### src/rtl/regfile_port_arbiter.sv
// Round-robin arbiter owning the register file's write port and read port 1.
// Define REGFILE_CLEAR_EN to add the post-reset / soft_clear zeroing sequence.
module regfile_port_arbiter #(
  parameter int unsigned WIDTH         = 16,
  parameter int unsigned REGISTER_BITS = 4,
  parameter int unsigned NUM_REQ       = 2
) (
  input  logic                             clock,
  input  logic                             reset,
  input  logic                             soft_clear,
  input  logic [NUM_REQ-1:0]               req_valid,
  input  logic [NUM_REQ-1:0]               req_write,
  input  logic [NUM_REQ*REGISTER_BITS-1:0] req_addr,
  input  logic [NUM_REQ*WIDTH-1:0]         req_wdata,
  output logic [NUM_REQ-1:0]               req_ready,
  output logic [NUM_REQ-1:0]               rsp_valid,
  output logic [WIDTH-1:0]                 rsp_data,
  output logic                             busy,
  output logic                             rf_shouldWrite,
  output logic [REGISTER_BITS-1:0]         rf_writeAddress,
  output logic [WIDTH-1:0]                 rf_writeData,
  output logic [REGISTER_BITS-1:0]         rf_readAddress,
  input  logic [WIDTH-1:0]                 rf_readData
);

  localparam int unsigned IDXW = (NUM_REQ > 1) ? $clog2(NUM_REQ) : 1;

  typedef enum logic {
    RUN,
    CLEAR
  } state_t;

`ifdef REGFILE_CLEAR_EN
  localparam state_t RESET_STATE = CLEAR;
`else
  localparam state_t RESET_STATE = RUN;
  logic unused_soft_clear;
  assign unused_soft_clear = soft_clear;
`endif

  state_t                   state, state_next;
  logic [IDXW-1:0]          rr_last;
  logic [IDXW-1:0]          win;
  logic                     win_found;
  logic                     win_write;
  logic [REGISTER_BITS-1:0] win_addr;
  logic [WIDTH-1:0]         win_wdata;
  logic [REGISTER_BITS-1:0] clear_addr;
  logic                     transfer;

  // Search starts just after the last winner and wraps, so the index sum never exceeds 2*NUM_REQ.
  always_comb begin
    int unsigned cand;
    cand      = 0;
    win       = rr_last;
    win_found = 1'b0;
    for (int unsigned k = 1; k <= NUM_REQ; k++) begin
      cand = 32'(rr_last) + k;
      if (cand >= NUM_REQ) cand = cand - NUM_REQ;
      if (!win_found && req_valid[IDXW'(cand)]) begin
        win_found = 1'b1;
        win       = IDXW'(cand);
      end
    end
    win_write = req_write[win];
    win_addr  = req_addr[32'(win)*REGISTER_BITS +: REGISTER_BITS];
    win_wdata = req_wdata[32'(win)*WIDTH +: WIDTH];
  end

  assign transfer = (state == RUN) && win_found;
  assign busy     = (state == CLEAR);

  always_comb begin
    state_next      = state;
    req_ready       = '0;
    rf_shouldWrite  = 1'b0;
    rf_writeAddress = '0;
    rf_writeData    = '0;
    rf_readAddress  = '0;
    case (state)
      RUN: begin
        if (win_found) begin
          req_ready[win] = 1'b1;
          if (win_write) begin
            rf_shouldWrite  = 1'b1;
            rf_writeAddress = win_addr;
            rf_writeData    = win_wdata;
          end else begin
            rf_readAddress = win_addr;
          end
        end
`ifdef REGFILE_CLEAR_EN
        if (soft_clear) state_next = CLEAR;
`endif
      end
      CLEAR: begin
        rf_shouldWrite  = 1'b1;
        rf_writeAddress = clear_addr;
        if (clear_addr == '1) state_next = RUN;
      end
      default: state_next = RESET_STATE;
    endcase
  end

  always_ff @(posedge clock or negedge reset) begin
    if (!reset) begin
      state      <= RESET_STATE;
      rr_last    <= IDXW'(NUM_REQ - 1);
      clear_addr <= REGISTER_BITS'(1);
      rsp_valid  <= '0;
      rsp_data   <= '0;
    end else begin
      state     <= state_next;
      rsp_valid <= '0;
      if (transfer) begin
        rr_last <= win;
        if (!win_write) begin
          rsp_valid[win] <= 1'b1;
          rsp_data       <= rf_readData;
        end
      end
      if (state == CLEAR) begin
        clear_addr <= (clear_addr == '1) ? REGISTER_BITS'(1) : clear_addr + REGISTER_BITS'(1);
      end
    end
  end

endmodule
### config.mk
export PLATFORM = sky130hd
export DESIGN_NAME = regfile_port_arbiter
export DESIGN_NICKNAME = d
export VERILOG_FILES = /design/src/rtl/regfile_port_arbiter.sv
export SDC_FILE = /design/constraint.sdc
export NUM_CORES = 1
export LEC_CHECK = 0
export BUFFER_PORTS_ARGS = -buffer_cell sky130_fd_sc_hd__buf_4
export CORE_ASPECT_RATIO = 1.5
export CORE_MARGIN = 3
export CORE_UTILIZATION = 42
export DETAILED_ROUTE_END_ITERATION = 6
export MAX_ROUTING_LAYER = met4
export PLACE_DENSITY = 0.85
export SYNTH_ARGS = -nofsm -noshare
export SYNTH_HDL_FRONTEND = slang
export SYNTH_SLANG_ARGS = --single-unit
### constraint.sdc
create_clock -name clock -period 2.8 [get_ports clock]
set_clock_uncertainty 0.1 [all_clocks]
set_input_delay 0 -clock clock [delete_from_list [all_inputs] [get_ports clock]]
set_output_delay 0 -clock clock [all_outputs]
set_load 0.005 [all_outputs]
==> results.py <==
metrics = {
    "run_status": {
        "status": "complete, no violations",
    },
    "yosys": {
        "yosys_warnings": 0,
        "synth_commonest_cells": "nand2_1 (39), dfrtp_1 (22), a21oi_1 (17)",
        "yosysTopAreaCellShare_pct": 39.5,
        "synth_most_common_cell": "nand2_1",
        "synth_edf_count": 0,
        "syn_inst": 143,
        "synthTopCellsByArea": "dfrtp_1 (40%), mux2_4 (17%), nand2_1 (11%), a21oi_1 (6.1%), dfstp_2 (3.8%)",
        "synth.cell_area_sq_mm": 0.00139,
        "synth_top_flop_cell": "dfrtp_1",
        "ys_ff_latch": 24,
        "async_reset_ff_share_pct": 100,
        "synthesis.nets": 207,
        "ys_seq_area_share_pct": 43.3,
        "yosysTopAreaCell": "dfrtp_1",
        "synth.avg_cell_area_sq_um": 9.74,
        "yosysUniqueCellTypes": 27,
    },
    "timing": {
        "post-route-period-util_pct": 74.1,
        "period_needed_ns": 2.07,
        "setup_viol": 0,
        "finalSetupTns_ns": 0,
        "hold_viol_final": 0,
        "max-slew-margin-rel_pct": 30.6,
        "worst-slew-pin-transition_ns": 1.03,
        "worst_slack_ns": 0.727,
        "max_freq_ghz": 0.482,
        "rsz0062_at_grt": "no",
        "slew_violations": 0,
    },
    "worst_setup_path": {
        "cpMaxStageDelayCell": "o21ai_1",
        "critPathKind": "primary input to output pin",
        "worst_path_largest_cell_delay_ns": 0.81,
        "cp_max_fo": 16,
        "crit_path_start_kind": "primary input",
        "r2r_start": "busy$_DFF_PN0_",
        "cp-end-kind": "output pin",
        "crit_path_start": "req_valid[1]",
        "arrival_ns": 1.97,
        "cpMostUsedCell": "buf_4",
        "crit_buf_inv": 3,
        "crit_chain": "dlygate4sd3_1 -> buf_4 -> o21ai_1 -> nand2_1 -> a21oi_1 -> buf_4",
        "required_ns": 2.70,
        "critPathTopFamily": "compound AO/OA/AOI/OAI gates",
    },
    "cells_and_area": {
        "n_antenna_cell": 0,
        "multiInputGateArea_sq_um": 736,
        "fillers": 211,
        "synthToLayoutAreaGrowth_pct": 79.7,
        "layout.area.seq_sq_um": 603,
        "drive_gt1_share_pct": 51.3,
        "final_area_sq_mm": 0.00250,
        "fin_nets": 334,
    },
    "clock_network": {
        "cts_made_buffers": 3,
        "cts_tree": "done",
        "cts_hold_buf": 22,
        "cts-root-buf": "clkbuf_8",
        "cts_setup_buffers": 0,
        "ctsHtreeMaxLevel": 1,
        "path_clk_slew_ns": 0.07,
        "postCtsResizedCells": 0,
        "cts_buffer_depth": 2,
        "worstSkewPairLatency_ns": 0.26,
        "cts.sinks": 24,
    },
    "floorplan": {
        "die_x_microns": 53.0,
        "die_h_microns": 76.5,
        "dieArea_sq_mm": 0.00406,
        "top_level_ports": 109,
        "rows": 25,
        "start_util_pct": 44.1,
        "core_sq_mm": 0.00316,
    },
    "min_path": {
        "holdCritStartpoint": "req_valid[0]",
        "min_path_type": "primary input to register",
    },
    "routing": {
        "post_drt_wl_per_cell_microns": 13.7,
        "drc": 0,
        "detail-route-antenna-nets": 0,
        "vias": 1519,
        "routed_via_density": 4.92,
        "wirelength_microns": 4230,
        "drtIter0Drc": 20,
        "firstDrtPassIters": 4,
    },
    "job": {
        "maxCapViolCount": 0,
    },
    "power_and_ir_drop": {
        "power_density_mw_per_mm2": 465,
        "peakVddDrop_mv": 0.388,
        "p_int_mw": 0.863,
        "leakagePower_nw": 1.31,
        "power_frac_comb_pct": 37.6,
        "p_seq_share_pct": 37.0,
        "power_mw": 1.16,
        "clkPwrFrac_pct": 25.4,
        "switching_power_mw": 0.301,
        "p_sw_share_pct": 25.9,
    },
    "placement": {
        "dp_hpwl_microns": 3050,
        "portBuffers": 107,
        "place_area_sq_mm": 0.00221,
        "place_congestion": 0.765,
        "pre_cts_ws_ns": 0.836,
    },
    "global_routing": {
        "grt_max_degree": 25,
        "grt_pass1_vias": 1461,
        "grt_pass1_wl_microns": 6720,
        "antenna_found_initial": 0,
        "grt_overflow_total": 0,
        "track_usage_pct": 22.1,
    },
}
## layout make-up
type                    instances  share of cell area [%]
inverters                       1                   0.150
well taps                      40                    2.00
multi-input cells             109                    29.4
repair buffers                131                    41.5
flip-flops and latches         24                    24.1
clock inverters                 1                    1.20
clock buffers                   3                    1.65
## worst min-delay path: stages
cell	delay [ns]
buf_4	0.10
inv_1	0.07
o21ai_0	0.15
o21ai_0	0.08
## sequential cells by signal, indices dropped and copies added, names as in the netlist
register    cells
busy            1
rr_last         1
clear_addr      4
rsp_valid       2
rsp_data       16
## path summary, 6_finish.rpt
| path | depth (start not counted) | to | slack (ns) |
|---|---|---|---|
| worst max-delay path | 6 | rf_writeData[5] | 0.73 |
| max in group asynchronous | 2 | rr_last$_DFFE_PN1P_ | 2.20 |
| worst max register to register | 4 | rsp_data[15]$_DFFE_PN0P_ | 0.83 |
| worst min register to register | 1 | rsp_data[6]$_DFFE_PN0P_ | 0.43 |
| min in group asynchronous | 2 | rsp_data[11]$_DFFE_PN0P_ | 0.10 |
| worst min-delay path | 4 | rr_last$_DFFE_PN1P_ | 0.04 |
## stage by stage
step	std cells	hold WS (ns)	util, %
CTS	309	0.0451	79.2
global placement	283	-0.193	70.0
global route	309	0.0944	79.2
finish	309	0.0446	79.2
detailed placement	283	-0.191	70.0
floorplan	143	-0.396	-
## placed cells by master (no fill, tap or decap), drive strengths merged
cell type and count:
bufinv 1, nor2 7, nand2b 2, clkbuf 3, inv 1, nor4b 1
or2 1, nand2 39, a21oi 17, nand3 2, o21a 2, ha 1
buf 109, dfrtp 22, nand4 1, a21bo 1, o21ai 9, dlygate4sd3 22
a32oi 1, mux2 17, xnor2 1, dfstp 2, nor3 1, mux2i 4
and2 2
## per-layer routing
metal / track usage (%) / vias up / share of wire (%)
met5: - / - / 0
met4: 7.67 / 0 / 0.99
met3: 2.35 / 2 / 9.5
met2: 35.8 / 87 / 49
met1: 28.0 / 694 / 41
li1: - / 736 / -
## cells by family (layout without fill, tap and decap cells)
kind of cell	after synthesis	count (layout)	share of synthesized area [%]
and+or+nand+nor	56	56	18.4
adders and majority gates	1	1	0.898
xor gates and xnor gates	1	1	0.629
AOI/OAI and AO/OA	30	30	11.8
muxes	21	21	20.9
buffers and inverters	10	136	4.04
DFF	24	24	43.3
## power groups by stage
stage / clock network (mW) / registers [mW] / logic (mW)
floorplan: 0 / 0.433 / 0.184
global placement: 0 / 0.431 / 0.399
detailed placement: 0 / 0.434 / 0.410
CTS: 0.303 / 0.427 / 0.437
global route: 0.315 / 0.436 / 0.477
finish: 0.296 / 0.431 / 0.437
(Power assumes the default switching activity.)
